`config.mk`:
```
export PLATFORM = sky130hd
export DESIGN_NAME = stepper_position_ctrl
export DESIGN_NICKNAME = d
export VERILOG_FILES = /design/src/rtl/stepper_pkg.sv /design/src/rtl/step_tick_gen.sv /design/src/rtl/stepper_position_ctrl.sv
export SDC_FILE = /design/constraint.sdc
export NUM_CORES = 1
export LEC_CHECK = 0
export ABC_AREA = 1
export BUFFER_PORTS_ARGS = -buffer_cell sky130_fd_sc_hd__buf_2
export CORE_MARGIN = 10
export CORE_UTILIZATION = 35
export CTS_CLUSTER_DIAMETER = 200
export CTS_CLUSTER_SIZE = 40
export DETAILED_ROUTE_END_ITERATION = 7
export PLACE_DENSITY = 0.58
export SLEW_MARGIN = 10
export SYNTH_ARGS = -nofsm -noshare
export SYNTH_HDL_FRONTEND = slang
export SYNTH_SLANG_ARGS = --single-unit
```
`constraint.sdc`:
```
create_clock -name clk -period 9.9 [get_ports clk]
set_input_delay 0.99 -clock clk [delete_from_list [all_inputs] [get_ports clk]]
set_output_delay 0.99 -clock clk [all_outputs]
set_load 0.02 [all_outputs]
```
`src/rtl/stepper_pkg.sv`:
```
// Shared types and helpers for the stepper position controller: FSM states,
// the eight-entry coil phase table and the phase-index stepping rule.
package stepper_pkg;

    typedef enum logic [1:0] {
        IDLE   = 2'd0,
        RUN    = 2'd1,
        SETTLE = 2'd2
    } state_t;

    // Coil patterns ordered {A1, B1, A2, B2}. Odd entries are the two-coil
    // full-step patterns; even entries are the single-coil half-step patterns.
    localparam logic [3:0] PHASE_TABLE [8] = '{
        4'b1000, 4'b1100, 4'b0100, 4'b0110,
        4'b0010, 4'b0011, 4'b0001, 4'b1001
    };

    // Advance the phase index one step in the given direction. Full mode
    // moves by two and always lands on an odd entry, even if the index it
    // starts from was left even by an earlier half-step move.
    function automatic logic [2:0] next_index(
        input logic [2:0] index,
        input logic       up,
        input logic       half
    );
        logic [2:0] base;
        logic [2:0] stride;
        base   = half ? index : (index | 3'd1);
        stride = half ? 3'd1 : 3'd2;
        return up ? (base + stride) : (base - stride);
    endfunction

endpackage

```
`src/rtl/step_tick_gen.sv`:
```
// Step-rate divider: emits a one-clock tick every max(period,1) clocks.
// The period is sampled at reset and at each wrap, so a change only takes
// effect once the current interval has completed.
module step_tick_gen #(
    parameter int PERIOD_W = 20
) (
    input  logic                clk,
    input  logic                reset,
    input  logic [PERIOD_W-1:0] period,
    output logic                tick
);

    localparam logic [PERIOD_W-1:0] ONE = PERIOD_W'(1);

    logic [PERIOD_W-1:0] count;
    logic [PERIOD_W-1:0] limit;
    logic [PERIOD_W-1:0] period_eff;

    // A programmed period of zero behaves as one clock per tick.
    assign period_eff = (period == '0) ? ONE : period;

    // limit is never zero, so limit - 1 cannot underflow.
    assign tick = (count == (limit - ONE));

    // Free-running counter; the interval length is refreshed only on wrap.
    always_ff @(posedge clk) begin
        // NOTE: non-blocking assignments so every register here samples the
        // values that existed before this clock edge.
        if (reset) begin
            count <= '0;
            limit <= period_eff;
        end else if (tick) begin
            count <= '0;
            limit <= period_eff;
        end else begin
            count <= count + ONE;
        end
    end

endmodule

```
`src/rtl/stepper_position_ctrl.sv`:
```
// Closed-count position controller for one bipolar stepper. Steps the coil
// phase toward a signed absolute target at the programmed tick rate, then
// keeps the coils energised for a settle interval before pulsing done.
module stepper_position_ctrl
    import stepper_pkg::*;
#(
    parameter int POS_W        = 14,
    parameter int PERIOD_W     = 20,
    parameter int SETTLE_TICKS = 4
) (
    input  logic                clk,
    input  logic                reset,
    input  logic                en,
    input  logic                load,
    input  logic [POS_W-1:0]    target,
    input  logic [PERIOD_W-1:0] period,
    input  logic                half_step,
    input  logic                hold,
    input  logic                zero_pos,
    output logic                A1,
    output logic                B1,
    output logic                A2,
    output logic                B2,
    output logic [POS_W-1:0]    position,
    output logic                dir,
    output logic                busy,
    output logic                done
);

    localparam int                SET_W       = (SETTLE_TICKS < 2) ? 1 : $clog2(SETTLE_TICKS);
    localparam logic [SET_W-1:0]  SETTLE_LAST = SET_W'(SETTLE_TICKS - 1);
    localparam logic [SET_W-1:0]  SET_ONE     = SET_W'(1);
    localparam logic [POS_W-1:0]  POS_ONE     = POS_W'(1);

    state_t             state;
    logic [POS_W-1:0]   target_q;
    logic [2:0]         index;
    logic               mode_half;
    logic [SET_W-1:0]   settle_cnt;
    logic [3:0]         coils;
    logic               tick;

    logic signed [POS_W:0] diff;
    logic                  diff_zero;
    logic                  step_up;
    logic [2:0]            step_index;
    logic [2:0]            idle_index;
    logic [POS_W-1:0]      idle_pos;

    step_tick_gen #(
        .PERIOD_W (PERIOD_W)
    ) u_tick (
        .clk    (clk),
        .reset  (reset),
        .period (period),
        .tick   (tick)
    );

    // One extra bit of headroom makes the signed difference overflow-free.
    assign diff       = $signed({target_q[POS_W-1], target_q}) - $signed({position[POS_W-1], position});
    assign diff_zero  = (diff == '0);
    assign step_up    = ~diff[POS_W];
    assign step_index = next_index(index, step_up, mode_half);

    // While idle, selecting full mode snaps the index onto an odd pattern.
    assign idle_index = half_step ? index : (index | 3'd1);
    // A same-cycle zero_pos is already applied when a new target is compared.
    assign idle_pos   = zero_pos ? '0 : position;

    assign {A1, B1, A2, B2} = coils;

    // Motion FSM: position, phase index, coil pattern and status flags.
    always_ff @(posedge clk) begin
        if (reset) begin
            state      <= IDLE;
            position   <= '0;
            target_q   <= '0;
            index      <= 3'd1;
            mode_half  <= 1'b0;
            settle_cnt <= '0;
            coils      <= 4'b0000;
            dir        <= 1'b1;
            busy       <= 1'b0;
            done       <= 1'b0;
        end else begin
            done <= 1'b0;
            // The target register follows load in every state; a tick in the
            // same cycle still compares against the previous target.
            if (load) begin
                target_q <= target;
            end

            case (state)
                IDLE: begin
                    mode_half <= half_step;
                    if (zero_pos) begin
                        position <= '0;
                    end
                    if (en) begin
                        index <= idle_index;
                    end
                    if (load && (target != idle_pos)) begin
                        state <= RUN;
                        busy  <= 1'b1;
                        if (en) begin
                            coils <= PHASE_TABLE[idle_index];
                        end
                    end else if (en) begin
                        coils <= hold ? PHASE_TABLE[idle_index] : 4'b0000;
                    end
                end

                RUN: begin
                    if (en && tick) begin
                        if (!diff_zero) begin
                            dir      <= step_up;
                            position <= step_up ? (position + POS_ONE) : (position - POS_ONE);
                            index    <= step_index;
                            coils    <= PHASE_TABLE[step_index];
                        end else begin
                            state      <= SETTLE;
                            settle_cnt <= '0;
                            coils      <= PHASE_TABLE[index];
                        end
                    end else if (en) begin
                        coils <= PHASE_TABLE[index];
                    end
                end

                SETTLE: begin
                    // A new target abandons the settle with no done pulse.
                    if (load && (target != position)) begin
                        state      <= RUN;
                        settle_cnt <= '0;
                    end else if (en && tick) begin
                        if (settle_cnt == SETTLE_LAST) begin
                            state <= IDLE;
                            busy  <= 1'b0;
                            done  <= 1'b1;
                            coils <= hold ? PHASE_TABLE[index] : 4'b0000;
                        end else begin
                            settle_cnt <= settle_cnt + SET_ONE;
                        end
                    end
                end

                default: begin
                    state <= IDLE;
                    busy  <= 1'b0;
                end
            endcase
        end
    end

endmodule
```
==> metrics.md <==
| Metric | Value |
|---|---|
| Initial Utilization | `0.3584` |
| Final hold vios | `0` |
| Syn_nets | `1116` |
| CP Depth | `22` |
| Data required, critical path | `slightly above 10 ns` |
| Via count of the first global-routing pass | `6090` |
| Synth warnings | `0` |
| VDD IR max | `0.09740 mV` |
| Async set-reset flop share out of synthesis | `0` |
| GRT Total Usage | `0.1404` |
| Register area | `1862 sq um` |
| Commonest non-fill, non-tap cells in the layout | `nand2_1 (281), inv_1 (130), nor2_1 (120)` |
| Die X | `~160 um` |
| R2R cell count | `22` |
| Multi-input gate area | `4233 sq um` |
| Crit path top cell by count | `nand2_1` |
| Avg Cell Area, Syn | `6.511 sq um` |
| Mapped cell area | `6771 sq um` |
| Most common cell after layout, fill and taps aside | `nand2_1` |
| Synth top area cells | `dfxtp_1 (19%), nand2_1 (16%), edfxtp_1 (8.9%)` |
| Yosys top cell by area | `dfxtp_1` |
| Maximum fanout along the worst path | `14` |
| Buffers plus inverters on the worst setup path | `2` |
| TritonCTS clock tree | `yes` |
| Top delay family on crit path | `simple AND/OR/NAND/NOR gates` |
| Routed Wire Length | `between 15 and 20 mm` |
| GRT overflow | `0` |
| Comb power frac | `0.603` |
| Sequential Power Share | `0.228` |
| Clock buffer depth | `2` |
| Fin Setup TNS | `0 ns` |
| DR vias | `6267` |
| Design Power | `2067 uW` |
| Clock transition at path regs | `0.07 ns` |
| CTS root buf | `clkbuf_16` |
| Sw power | `~1000 uW` |
| Internal power | `1022 uW` |
| Placed insts | `around 1300` |
| DR vias/cell | `4.673` |
| Clk sinks | `83` |
| Number of synthesized flops with an enable pin | `20` |
| Seq/Total Area, Yosys | `0.2749` |
| DIE AREA | `around 25000 sq um` |
| Hold path start | `busy$_SDFFE_PP0P_` |
| Highest clock rate | `0.2424 GHz` |
| First-pass GRT wire length | `29.89 mm` |
| Hold depth | `2` |
| Port Buffer Count | `61` |
| Hold Path Class | `flip-flop to flip-flop` |
| Max Slew Vio Count | `0` |
| Pwr dens | `~270 nW/um^2` |
| Ys flop type | `dfxtp_1` |
| Crit path kind | `flip-flop to flip-flop` |
| Critical path origin | `position[1]$_SDFFE_PP0P_` |
| Status | `finished, final reports clean` |
| Routed Antenna Nets | `0` |
| Total number of H-tree levels | `3` |
| CP Data Arrival Time | `4.36 ns` |
| Crit path launch type | `flip-flop` |
| Clock power frac | `0.168` |
| CTS Hold Bufs | `0` |
| Initial antenna violation count | `0` |
| Synthesized instance count | `1040` |
| Worst r2r src | `position[1]$_SDFFE_PP0P_` |
| Final setup fails | `0` |
| Crit end category | `flip-flop` |
| I/O pin cnt | `62` |
| Largest net degree at the start of global routing | `41` |
| Die extent in y | `159.1 um` |
| Share of cells above drive strength 1 | `0.1147` |
| Final min period | `4.126 ns` |
| Nets | `1152` |
| Syn-to-layout area delta | `11.51%` |
| Post-cts gate resize count | `0` |
| Gp weighted congestion | `0.8656` |
| Clock Latency Late Sink | `0.36 ns` |
| DRC violations left | `0` |
| Starting DRT DRC Count | `245` |
| DRT Pass-1 Iters | `4` |
| Critical path, cell by cell | `inv_1, ha_1, nand2_1, nand2_1, nand2_1, nand3_1, nand2_1, nand2_1, nand2_1, nand2_4, inv_1, ha_1, a21oi_1, o21ai_0, nand2_1, o2111ai_1, a21o_1, or2_2, nand3_1, o21ai_0, nand2_1, a21oi_1` |
| CP peak stage delay | `0.48 ns` |
| Setup bufs post-CTS | `0` |
| Core area | `18890 sq um` |
| Final HPWL DP | `between 10 and 15 mm` |
| Max Clock Skew | `between 0.01 and 0.015 ns` |
| Net Sw Frac | `0.5055` |
| Top-area cell type share of the netlist area | `0.1863` |
| Fin cells | `1341` |
| Synth Register Bits | `83` |
| Slowest cell on crit path | `dfxtp_1` |
| Relative slew slack | `0.3425` |
| Leakage | `0.003481 uW` |
| Row cnt | `50` |
| CTS Buf Count | `9` |
| Distinct cell type count of the synthesized netlist | `between 40 and 50` |
| ANT cells | `0` |
| Avg WL per Cell | `13.35 um` |
| Crit share post-route | `0.4167` |
| Least-Margin Pin Slew | `0.9851 ns` |
| FILL cells | `between 2000 and 2500` |
| RSZ-0062 raised after global routing | `false` |
| Max_cap viols | `0` |
registers in the layout, indices dropped and copies added (netlist names):
signal / cells
dir: 1
index: 3
u_tick.limit: 20
position: 14
busy: 1
target_q: 14
coils: 4
mode_half: 1
u_tick.count: 20
done: 1
state: 2
settle_cnt: 2
layout make-up:
type	instances	area share
Clock buffer	9	0.02983
Sequential cell	83	0.2466
Tap cell	260	0.04308
Clock inverter	7	0.01060
Inverter	134	0.06694
Timing Repair Buffer	63	0.04242
Multi-Input combinational cell	785	0.5606
synthesized netlist by cell type, types with 20 or more instances:
master and count:
ha_1 33, clkbuf_1 32, nor3_1 20, edfxtp_1 20
nand2_1 281, xor2_1 39, inv_1 130, dfxtp_1 63
xnor2_1 27, o21ai_0 45, nand3_1 63, a21oi_1 60
nor2_1 120
power groups by stage:
stage,clock network [uW],logic (uW),registers [uW]
floorplan,0,950,501
global placement,0,1250,479
detailed placement,0,1250,481
CTS,361,1250,473
global route,375,1410,482
finish,348,1250,472
worst paths after layout:
check                              endpoint  slack [ns]
setup / recovery  position[11]$_SDFFE_PP0P_        5.77
hold / removal            busy$_SDFFE_PP0P_        0.47
setup reg to reg  position[11]$_SDFFE_PP0P_        5.77
hold reg to reg           busy$_SDFFE_PP0P_        0.47
worst register-to-register path: cells and delay by family (launching register included):
family | cells | cell delay [ns]
flip-flops | 1 | 0.48
adder cells (fa/ha/maj) | 2 | 0.75
AO/OA/AOI/OAI | 6 | 0.85
AND/OR/NAND/NOR | 12 | 1.34
buffers and inverters | 2 | 0.58
stage by stage:
stage	worst slack [ns]	utilization	hold slack [ns]	cell area, sq um
2_1_floorplan	6.379	-	0.4367	6771
3_3_place_gp	5.818	0.3835	0.4546	7246
3_5_place_dp	5.814	0.3835	0.4561	7246
4_1_cts	5.794	0.3997	0.4740	7551
5_1_grt	5.330	0.3997	0.5023	7551
6_report	5.774	0.3997	0.4717	7551
cell families (layout without fill, tap and decap cells):
logic type	after synthesis	in the layout	share of synthesized area
AOI/OAI and AO/OA	129	129	0.1083
adders and majority gates	35	35	0.06689
buffers and inverters	172	213	0.09996
DFF	83	83	0.2749
and+or+nand+nor	555	555	0.3646
xor gates and xnor gates	66	66	0.08537
layer usage:
metal / wire length, um / GRT usage
met5: 0 / 0
met4: 142 / 0.02485
met3: 541 / 0.03098
met2: 8303 / 0.2355
met1: 8911 / 0.1820
(Power assumes the default switching activity.)
